<file path="config.mk">
export PLATFORM = sky130hd
export DESIGN_NAME = i2c_master_byte_ctrl
export DESIGN_NICKNAME = d
export VERILOG_FILES = /design/src/rtl/i2c_master_byte_ctrl.sv
export SDC_FILE = /design/constraint.sdc
export NUM_CORES = 1
export LEC_CHECK = 0
export CAP_MARGIN = 40
export CORE_UTILIZATION = 51
export CTS_BUF_LIST = sky130_fd_sc_hd__clkbuf_4
export CTS_CLUSTER_DIAMETER = 60
export DETAILED_ROUTE_END_ITERATION = 16
export GPL_TIMING_DRIVEN = 1
export PLACE_DENSITY = 0.75
export SLEW_MARGIN = 5
export SYNTH_ARGS = -nofsm -noshare
export SYNTH_HDL_FRONTEND = slang
export SYNTH_SLANG_ARGS = --single-unit
</file>
<file path="constraint.sdc">
create_clock -name clk -period 3.6 [get_ports clk]
set_clock_uncertainty 0.05 [all_clocks]
set_input_delay 0.9 -clock clk [delete_from_list [all_inputs] [get_ports clk]]
set_output_delay 0.9 -clock clk [all_outputs]
set_load 0.02 [all_outputs]
</file>
<file path="src/rtl/i2c_master_byte_ctrl.sv">
// -----------------------------------------------------------------------------
// i2c_master_byte_ctrl
// Byte-level I2C master engine. Converts START / WRITE / READ / STOP commands
// into open-drain SCL/SDA drive levels and samples the resolved bus for ACK,
// read data, arbitration loss and (optionally) clock stretching.
//
// Parameters
//   QTR_DIV  clk cycles per SCL quarter-period (>= 2)
//   DIV_W    width of the quarter-period counter (must hold QTR_DIV-1)
//
// Configuration macro
//   I2C_CLK_STRETCH_EN  when defined, every quarter Q1 (SCL released) is held
//                       at its last cycle until the synchronised SCL reads 1.
//                       When undefined, timing is fixed and scl_in is unused.
//
// Ports
//   clk, rst            clock, synchronous active-high reset
//   cmd_valid/ready     command handshake; cmd_op 00 START, 01 WRITE,
//                       10 READ, 11 STOP; cmd_wdata byte to send;
//                       cmd_ack_out ACK level sent after a READ
//   rsp_valid           one-cycle completion pulse with rsp_rdata (READ byte),
//                       rsp_ack (slave ACK after WRITE), rsp_arb_lost
//   busy                1 between START completion and STOP / arbitration loss
//   scl_in, sda_in      resolved bus levels
//   scl_drive, sda_drive  1 = release line, 0 = pull low
// -----------------------------------------------------------------------------
module i2c_master_byte_ctrl #(
  parameter int QTR_DIV = 250,
  parameter int DIV_W   = 16
) (
  input  logic       clk,
  input  logic       rst,
  input  logic       cmd_valid,
  output logic       cmd_ready,
  input  logic [1:0] cmd_op,
  input  logic [7:0] cmd_wdata,
  input  logic       cmd_ack_out,
  output logic       rsp_valid,
  output logic [7:0] rsp_rdata,
  output logic       rsp_ack,
  output logic       rsp_arb_lost,
  output logic       busy,
  input  logic       scl_in,
  input  logic       sda_in,
  output logic       scl_drive,
  output logic       sda_drive
);

  localparam logic [1:0] OP_START = 2'b00;
  localparam logic [1:0] OP_WRITE = 2'b01;
  localparam logic [1:0] OP_READ  = 2'b10;
  localparam logic [1:0] OP_STOP  = 2'b11;

  localparam logic [DIV_W-1:0] QTR_LAST = DIV_W'(QTR_DIV - 1);
  localparam logic [DIV_W-1:0] QCNT_ONE = DIV_W'(1);

  typedef enum logic [1:0] {
    ST_IDLE  = 2'd0,
    ST_START = 2'd1,
    ST_BIT   = 2'd2,
    ST_STOP  = 2'd3
  } state_t;

  // SDA level the master intends for bit idx of a byte transfer
  function automatic logic bit_level(input logic [1:0] op, input logic [3:0] idx,
                                     input logic [7:0] wd, input logic ack);
    logic lvl;
    lvl = 1'b1;
    case (op)
      OP_WRITE: begin
        if (idx < 4'd8) lvl = wd[3'd7 - idx[2:0]];
        else            lvl = 1'b1;
      end
      OP_READ: begin
        if (idx < 4'd8) lvl = 1'b1;
        else            lvl = ack;
      end
      default: lvl = 1'b1;
    endcase
    return lvl;
  endfunction

  // registers
  state_t           state_r;
  logic [1:0]       qtr_r;
  logic [DIV_W-1:0] qcnt_r;
  logic [3:0]       bit_r;
  logic [1:0]       op_r;
  logic [7:0]       wdata_r;
  logic             ack_out_r;
  logic [7:0]       rx_r;
  logic             scl_meta_r, scl_sync_r, sda_meta_r, sda_sync_r;
  logic             cmd_ready_r, rsp_valid_r, rsp_ack_r, rsp_arb_lost_r, busy_r;
  logic [7:0]       rsp_rdata_r;
  logic             scl_drive_r, sda_drive_r;

  // combinational signals
  state_t           state_nxt_s;
  logic [1:0]       qtr_nxt_s;
  logic [DIV_W-1:0] qcnt_nxt_s;
  logic [3:0]       bit_nxt_s;
  logic             accept_s, last_cyc_s, stretch_s, qtr_end_s;
  logic             check_s, cur_lvl_s, arb_s, samp_s, done_s;
  logic [1:0]       op_s;
  logic [7:0]       wdata_s;
  logic             ack_out_s, nxt_lvl_s;
  logic             scl_nxt_s, sda_nxt_s, busy_nxt_s, rsp_ack_nxt_s;
  logic [7:0]       rsp_rdata_nxt_s, rx_nxt_s;

  assign accept_s   = cmd_valid & cmd_ready_r;
  assign last_cyc_s = (qcnt_r == QTR_LAST);

`ifdef I2C_CLK_STRETCH_EN
  assign stretch_s = (state_r != ST_IDLE) && (qtr_r == 2'd1) && !scl_sync_r;
`else
  logic unused_scl_s;
  assign stretch_s    = 1'b0;
  assign unused_scl_s = scl_sync_r;
`endif

  assign qtr_end_s = last_cyc_s & ~stretch_s;

  // Only bits the master actually drives as data take part in arbitration:
  // WRITE data bits and the READ acknowledge bit.
  assign check_s   = ((op_r == OP_WRITE) && (bit_r < 4'd8)) ||
                     ((op_r == OP_READ)  && (bit_r == 4'd8));
  assign cur_lvl_s = bit_level(op_r, bit_r, wdata_r, ack_out_r);
  assign arb_s     = (state_r == ST_BIT) && (qtr_r == 2'd2) && check_s &&
                     cur_lvl_s && !sda_sync_r;
  assign samp_s    = (state_r == ST_BIT) && (qtr_r == 2'd2) && last_cyc_s && !arb_s;
  assign done_s    = (state_r != ST_IDLE) && (state_nxt_s == ST_IDLE);

  // Command fields as they will be seen by the next cycle (bypass on accept)
  assign op_s      = accept_s ? cmd_op      : op_r;
  assign wdata_s   = accept_s ? cmd_wdata   : wdata_r;
  assign ack_out_s = accept_s ? cmd_ack_out : ack_out_r;
  assign nxt_lvl_s = bit_level(op_s, bit_nxt_s, wdata_s, ack_out_s);

  // State register: FSM, counters, command capture and input synchronisers
  always_ff @(posedge clk) begin
    if (rst) begin
      state_r    <= ST_IDLE;
      qtr_r      <= 2'd0;
      qcnt_r     <= '0;
      bit_r      <= 4'd0;
      op_r       <= OP_START;
      wdata_r    <= 8'h00;
      ack_out_r  <= 1'b1;
      rx_r       <= 8'h00;
      scl_meta_r <= 1'b1;
      scl_sync_r <= 1'b1;
      sda_meta_r <= 1'b1;
      sda_sync_r <= 1'b1;
    end else begin
      state_r    <= state_nxt_s;
      qtr_r      <= qtr_nxt_s;
      qcnt_r     <= qcnt_nxt_s;
      bit_r      <= bit_nxt_s;
      rx_r       <= rx_nxt_s;
      scl_meta_r <= scl_in;
      scl_sync_r <= scl_meta_r;
      sda_meta_r <= sda_in;
      sda_sync_r <= sda_meta_r;
      if (accept_s) begin
        op_r      <= cmd_op;
        wdata_r   <= cmd_wdata;
        ack_out_r <= cmd_ack_out;
      end
    end
  end

  // Next-state logic: quarter/bit sequencing, arbitration abort
  always_comb begin
    state_nxt_s = state_r;
    qtr_nxt_s   = qtr_r;
    qcnt_nxt_s  = qcnt_r;
    bit_nxt_s   = bit_r;
    case (state_r)
      ST_IDLE: begin
        if (accept_s) begin
          case (cmd_op)
            OP_START: state_nxt_s = ST_START;
            OP_STOP:  state_nxt_s = ST_STOP;
            default:  state_nxt_s = ST_BIT;
          endcase
          qtr_nxt_s  = 2'd0;
          qcnt_nxt_s = '0;
          bit_nxt_s  = 4'd0;
        end else begin
          state_nxt_s = ST_IDLE;
        end
      end
      default: begin
        if (arb_s) begin
          state_nxt_s = ST_IDLE;
          qtr_nxt_s   = 2'd0;
          qcnt_nxt_s  = '0;
          bit_nxt_s   = 4'd0;
        end else if (qtr_end_s) begin
          qcnt_nxt_s = '0;
          if (qtr_r == 2'd3) begin
            qtr_nxt_s = 2'd0;
            if ((state_r == ST_BIT) && (bit_r != 4'd8)) begin
              bit_nxt_s = bit_r + 4'd1;
            end else begin
              state_nxt_s = ST_IDLE;
              bit_nxt_s   = 4'd0;
            end
          end else begin
            qtr_nxt_s = qtr_r + 2'd1;
          end
        end else if (last_cyc_s) begin
          // SCL stretched by a slave: hold on the last cycle of Q1
          qcnt_nxt_s = qcnt_r;
        end else begin
          qcnt_nxt_s = qcnt_r + QCNT_ONE;
        end
      end
    endcase
  end

  // Output logic: line levels for the upcoming quarter and response fields
  always_comb begin
    scl_nxt_s = scl_drive_r;
    sda_nxt_s = sda_drive_r;
    case (state_nxt_s)
      ST_START: begin
        case (qtr_nxt_s)
          2'd0:    begin scl_nxt_s = scl_drive_r; sda_nxt_s = 1'b1; end
          2'd1:    begin scl_nxt_s = 1'b1;        sda_nxt_s = 1'b1; end
          2'd2:    begin scl_nxt_s = 1'b1;        sda_nxt_s = 1'b0; end
          default: begin scl_nxt_s = 1'b0;        sda_nxt_s = 1'b0; end
        endcase
      end
      ST_BIT: begin
        scl_nxt_s = (qtr_nxt_s == 2'd1) || (qtr_nxt_s == 2'd2);
        sda_nxt_s = nxt_lvl_s;
      end
      ST_STOP: begin
        case (qtr_nxt_s)
          2'd0:    begin scl_nxt_s = scl_drive_r; sda_nxt_s = 1'b0; end
          2'd1:    begin scl_nxt_s = 1'b1;        sda_nxt_s = 1'b0; end
          default: begin scl_nxt_s = 1'b1;        sda_nxt_s = 1'b1; end
        endcase
      end
      default: begin
        // IDLE keeps the bus where the last command left it, unless we lost it
        if (arb_s) begin
          scl_nxt_s = 1'b1;
          sda_nxt_s = 1'b1;
        end else begin
          scl_nxt_s = scl_drive_r;
          sda_nxt_s = sda_drive_r;
        end
      end
    endcase

    if (done_s && (state_r == ST_START)) begin
      busy_nxt_s = 1'b1;
    end else if (done_s && ((state_r == ST_STOP) || arb_s)) begin
      busy_nxt_s = 1'b0;
    end else begin
      busy_nxt_s = busy_r;
    end

    if (samp_s && (op_r == OP_READ) && (bit_r < 4'd8)) begin
      rx_nxt_s = {rx_r[6:0], sda_sync_r};
    end else begin
      rx_nxt_s = rx_r;
    end

    if (samp_s && (op_r == OP_WRITE) && (bit_r == 4'd8)) begin
      rsp_ack_nxt_s = sda_sync_r;
    end else begin
      rsp_ack_nxt_s = rsp_ack_r;
    end

    if (done_s && (op_r == OP_READ) && !arb_s) begin
      rsp_rdata_nxt_s = rx_r;
    end else begin
      rsp_rdata_nxt_s = rsp_rdata_r;
    end
  end

  // Output registers
  always_ff @(posedge clk) begin
    if (rst) begin
      scl_drive_r    <= 1'b1;
      sda_drive_r    <= 1'b1;
      cmd_ready_r    <= 1'b1;
      rsp_valid_r    <= 1'b0;
      rsp_rdata_r    <= 8'h00;
      rsp_ack_r      <= 1'b1;
      rsp_arb_lost_r <= 1'b0;
      busy_r         <= 1'b0;
    end else begin
      scl_drive_r    <= scl_nxt_s;
      sda_drive_r    <= sda_nxt_s;
      cmd_ready_r    <= (state_nxt_s == ST_IDLE);
      rsp_valid_r    <= done_s;
      rsp_rdata_r    <= rsp_rdata_nxt_s;
      rsp_ack_r      <= rsp_ack_nxt_s;
      rsp_arb_lost_r <= arb_s;
      busy_r         <= busy_nxt_s;
    end
  end

  assign cmd_ready    = cmd_ready_r;
  assign rsp_valid    = rsp_valid_r;
  assign rsp_rdata    = rsp_rdata_r;
  assign rsp_ack      = rsp_ack_r;
  assign rsp_arb_lost = rsp_arb_lost_r;
  assign busy         = busy_r;
  assign scl_drive    = scl_drive_r;
  assign sda_drive    = sda_drive_r;

endmodule

</file>
# After elaboration in Yosys (flattened, before gate mapping)
# Cells that the tools add are included.
[op_classes]
add_sub_neg = 5
n_mul = 0
div_mod_pow = 0
n_lt_le_gt_ge = 4
n_eq_ne = 21
shift = 0
n_mux = 44
bitwise_logic = 1
n_reduce_logical = 33
[ops]
columns = ["operator", "count"]
rows = [
  ["16-bit 2-to-1 mux", 4],
  ["2-bit 2-to-1 mux", 12],
  ["4-bit 2-to-1 mux", 6],
  ["2-bit == test (second input constant)", 10],
  ["1-bit logical AND", 18],
  ["16-bit by 1-bit adder with 16-bit output (second input constant)", 1],
  ["16-bit by 8-bit == test with 1-bit output (second input constant)", 1],
  ["1-bit 2-to-1 mux", 13],
  ["2-bit by 1-bit == test with 1-bit output (second input constant)", 5],
  ["2-bit zero test", 4],
  ["3-bit by 4-bit < comparator with 1-bit output (second input constant)", 2],
  ["4-bit < comparator (second input constant)", 2],
  ["8-bit 2-to-1 mux", 1],
  ["1-bit binary-select mux with 3-bit select", 2],
  ["2-bit != test (second input constant)", 3],
  ["1-bit one-hot mux with 2 select lines", 3],
  ["1-bit one-hot mux with 3 select lines", 2],
  ["3-bit subtractor (first input constant)", 2],
  ["4-bit by 1-bit adder with 4-bit output (second input constant)", 1],
  ["4-bit == test (second input constant)", 1],
  ["4-bit != test (second input constant)", 1],
  ["2-bit one-hot mux with 2 select lines", 1],
  ["2-bit nonzero test", 2],
  ["4-bit nonzero test", 1],
  ["6 further kinds", 10],
]
[totals]
register_bits = 60
latchBits = 0
mem_bits_rw = 0
romBits = 0
inputBits = 16
wordCells = 126
memories = 0

# Longest topological paths before layout
[logic_depth]
depth_word = 15
ltp_mapped = 17
mapped_depth_nobuf = 17

# Worst setup path before layout
# OpenSTA, ideal clock, no wires.
[synth_path]
kind = "reg2reg"
from = "reg op_r[0]"
to = "reg sda_drive_r (netlist: sda_drive)"
t_arrival_ns = 3.243
path_slack_ns = 0.165
path_stages_with_launch = 17
synth_period_minus_slack_ns = 3.435
path_cell_list = "dfxtp_1 > inv_1 > ha_1 > nor4b_1 > or4_1 > a211oi_4 > nor2_1 > nand2_1 > nand2_1 > a21oi_1 > inv_1 > ha_1 > o21ai_0 > nand3b_1 > or3_1 > o311ai_1 > a41oi_1"
[synth_between]
elab_cells_between_ends = 35
classes_between = "add/sub: 1; order compare: 1; eq/ne: 8; mux: 16; reduce/logical: 9"
[synth_rtl]
columns = ["element", "line_no", "text"]
rows = [
  ["from (decl)", "88", "logic [1:0] op_r;"],
  ["from (signal assigned)", "165", "op_r <= cmd_op;"],
  ["2-bit by 1-bit == test with 1-bit output or 2-bit == test (tied branches)", "69, 125, 126", ""],
  ["1-bit logical AND (on tied branches)", "125, 126", ""],
  ["1-bit logical OR", "125", "assign check_s = ((op_r == OP_WRITE) && (bit_r < 4'd8)) ||"],
  ["1-bit logical AND", "128", "assign arb_s = (state_r == ST_BIT) && (qtr_r == 2'd2) && check_s &&"],
  ["1-bit logical AND *", "128", ""],
  ["1-bit logical AND *", "129", "cur_lvl_s && !sda_sync_r;"],
  ["2-bit 2-to-1 mux *", "194", "if (arb_s) begin"],
  ["2-bit 2-to-1 mux *", "178", "case (state_r)"],
  ["named net qtr_nxt_s[0]", "99", "logic [1:0] qtr_nxt_s;"],
  ["2-bit by 1-bit == test with 1-bit output or 2-bit zero test (tied branches)", "228, 240", ""],
  ["2-bit OR reduction (no source line) *", "-", ""],
  ["1-bit 2-to-1 mux (on tied branches)", "240, 228", ""],
  ["1-bit one-hot mux with 3 select lines *", "226", "case (state_nxt_s)"],
  ["to (signal assigned)", "298", "sda_drive_r <= sda_nxt_s;"],
  ["to (decl)", "95", "logic scl_drive_r, sda_drive_r;"],
]
# Mark *: on every way through the listed nets, which the timed path passes. The rest lies on a longest branch. The select of a mux whose other input is x is not followed.
# A chain may end at the register's enable or synchronous reset.

# Worst setup path in the final report
# Same ends and word-level chain as after synthesis.

==> insert_results.sql <==
INSERT INTO impl_metrics (metric_group, metric, value, unit) VALUES
('floorplan', 'dieWidth', '80.3', 'microns'),
('setup_path', 'reg_to_reg_critical_path_endpoint', 'sda_drive', ''),
('logic_synthesis', 'syn_nets', '397', ''),
('setup_path', 'rr_startpoint', 'op_r[0]', ''),
('setup_path', 'required', '3.82', 'ns'),
('finish', 'num-fill-cells', '519', ''),
('cts', 'ctsRootBufferMaster', 'clkbuf_4', ''),
('logic_synthesis', 'synth.cells.most_frequent', '61 x nor2_1, 60 x dfxtp_1, 32 x nand2_1', ''),
('setup_path', 'endpoint_kind', 'flip-flop', ''),
('setup_path', 'setup.worst_path.end', 'sda_drive', ''),
('timing', 'shortest_period_the_worst_path_allows', '3.37', 'ns'),
('routing', 'detailroute.via_count', '2715', ''),
('power', 'power_density', '411', 'nW/um^2'),
('routing', 'drc', '0', ''),
('setup_path', 'rrSetupSlack', '0.23', 'ns'),
('routing', 'finalWirelength', '6660', 'microns'),
('timing', 'hold_viol', '0', ''),
('logic_synthesis', 'synth_top_area_share', '0.384', ''),
('routing', 'postRouteAntennaNets', '0', ''),
('setup_path', 'worst_ep_arrival_time', '3.59', 'ns'),
('logic_synthesis', 'ys_ff_latch', '60', ''),
('grt', 'global_route.usage.met1', '0.270', ''),
('setup_path', 'worstSetupPathType', 'flip-flop to flip-flop', ''),
('cts', 'cts_buf_count', '9', ''),
('timing', 'slew_headroom', '0.599', ''),
('setup_path', 'path_cells', 'inv_1, ha_1, nor4b_1, or4_1, a211oi_4, nor2_1, nand2_1, nand2_1, a21oi_2, inv_1, ha_1, o21ai_0, nand3b_1, or3_1, o311ai_2, a41oi_1', ''),
('floorplan', 'start_util', '0.528', ''),
('min_path', 'min_from', 'sda_meta_r', ''),
('cts', 'cts_sinks', '60', ''),
('floorplan', 'number_of_standard_cell_rows_in_the_floorplan', '28', ''),
('placed_design', 'placement.io_buffers', '29', ''),
('floorplan', 'die-area', '6440', 'sq um'),
('placed_design', 'minimum_setup_slack_after_placement', '-0.0138', 'ns'),
('grt', 'met2_usage', '0.377', ''),
('setup_path', 'crit_start', 'op_r[0]', ''),
('logic_synthesis', 'syn_avg_cell_area', '8.56', 'sq um'),
('timing', 'tightestPinTransition', '0.601', 'ns'),
('setup_path', 'cpLargestDelayFamily', 'simple AND/OR/NAND/NOR gates', ''),
('timing', 'setup_violations', '0', ''),
('placed_design', 'post_detailed_placement_half_perimeter_wirelength', '4610', 'microns'),
('cts', 'clk_latency', '0.41', 'ns'),
('grt', 'groute.usage.overall', '0.221', ''),
('setup_path', 'rr_worst_depth', '16', ''),
('setup_path', 'crit_path_max_delay_cell_type', 'or4_1', ''),
('setup_path', 'slowest_delay', '0.47', 'ns'),
('power', 'ir_drop', '284', 'uV'),
('logic_synthesis', 'yosys.cell_types.count', '51', ''),
('timing', 'finalMaxSlewViolations', '0', ''),
('setup_path', 'critical_path_peak_fanout', '3', ''),
('logic_synthesis', 'synth_top_flop_cell', 'dfxtp_1', ''),
('timing', 'worst_hold_slack', '0.379', 'ns'),
('setup_path', 'path_depth', '16', ''),
('logic_synthesis', 'postSynthCellCount', '365', ''),
('grt', 'grt-ovfl-total', '0', ''),
('logic_synthesis', 'synthArstFlopShare', '0', ''),
('placed_design', 'place.gp.congestion', '0.797', ''),
('logic_synthesis', 'synthesis.area', '3120', 'sq um'),
('grt', 'global_route.usage.met3', '0.0443', ''),
('grt', 'global_route_wire_length_before_repair', '11000', 'microns'),
('floorplan', 'floorplan.die.height', '80.3', 'microns'),
('routing', 'avgRoutedWirePerCell', '13.6', 'microns'),
('cts', 'cts_tree', 'built', ''),
('grt', 'largest_net_degree_at_the_start_of_global_routing', '60', ''),
('cts', 'cts.path.max_buffers', '2', ''),
('finish', 'design.final.nets', '440', ''),
('timing', 'setup_ws', '0.226', 'ns'),
('routing', 'via_cell_ratio', '5.56', ''),
('logic_synthesis', 'synth_top_cell_by_area', 'dfxtp_1', ''),
('routing', 'detail_route.first_pass.iterations', '4', ''),
('status', 'status', 'complete, no violations', ''),
('logic_synthesis', 'synth-seq-area-share', '0.384', '');
cells in the final DEF, fill, tap and decap left out, types with 7 or more instances in the layout:
master and count:
nor2_1 61, dfxtp_1 58, nand2_1 32, a21oi_1 29, clkdlybuf4s50_1 28, o21ai_0 19, buf_4 19, mux2i_1 18
ha_1 16, inv_1 14, clkbuf_4 9, and3_1 8, nand3b_1 8, nor3_1 7
worst min path at each step:
stage	end	slack, ns	depth (start not counted)
floorplan	sda_sync_r	0.34	1
global placement	sda_sync_r	0.35	1
detailed placement	sda_sync_r	0.35	1
CTS	sda_sync_r	0.38	1
global route	sda_sync_r	0.41	1
finish	sda_sync_r	0.38	1
state kept, by name, indices dropped and copies added (netlist names):
name and count:
rsp_valid 1, sda_sync_r 1, qcnt_r 16, rsp_rdata 8
ack_out_r 1, op_r 2, busy 1, bit_r 4
cmd_ready 1, sda_meta_r 1, qtr_r 2, rsp_arb_lost 1
sda_drive 1, rx_r 8, state_r 2, wdata_r 8
scl_drive 1, rsp_ack 1
cells by family (layout without fill, tap and decap cells):
kind of cell,Yosys count,in the layout,share of synthesized area
mux,26,26,0.102
simple gates,162,162,0.268
buf+inv,30,78,0.0420
fa+ha+maj,16,16,0.0641
compound gates,70,70,0.137
xor+xnor,1,1,0.00280
flops,60,60,0.384
layout make-up:
type                    instances  area, sq um  share of cell area
clock inverters                 7         75.1              0.0201
inverters                      14         52.6              0.0141
multi-input cells             275         1810               0.486
clock buffers                   9         67.6              0.0181
well taps                      75         93.8              0.0251
flip-flops and latches         60         1200               0.322
repair buffers                 48          428               0.115
through the flow:
step	instance area [sq um]	util	cells
after global placement	3550	0.600	470
final	3730	0.631	488
after global routing	3730	0.631	488
after CTS	3690	0.624	486
after floorplan	3120	-	365
after detailed placement	3550	0.600	470
power by group:
part	switching, uW	internal, uW	leakage, uW	total, uW
Sequential	18.7	693	0.000488	712
Combinational	182	152	0.000841	333
Clock	273	215	0.0000802	488
per-layer routing:
layer,part of all wire,vias up
met4,0.014,0
li1,-,1379
met2,0.48,42
met3,0.034,11
met1,0.47,1283
met5,0,-
repair_timing:
item / in CTS / in global routing
endpoints found under the setup margin: 0 / 1
resized for setup: 0 / 6
buffers inserted: 0 / 2
hold buffers: 0 / 0
Power figures use the tool's default switching activity.
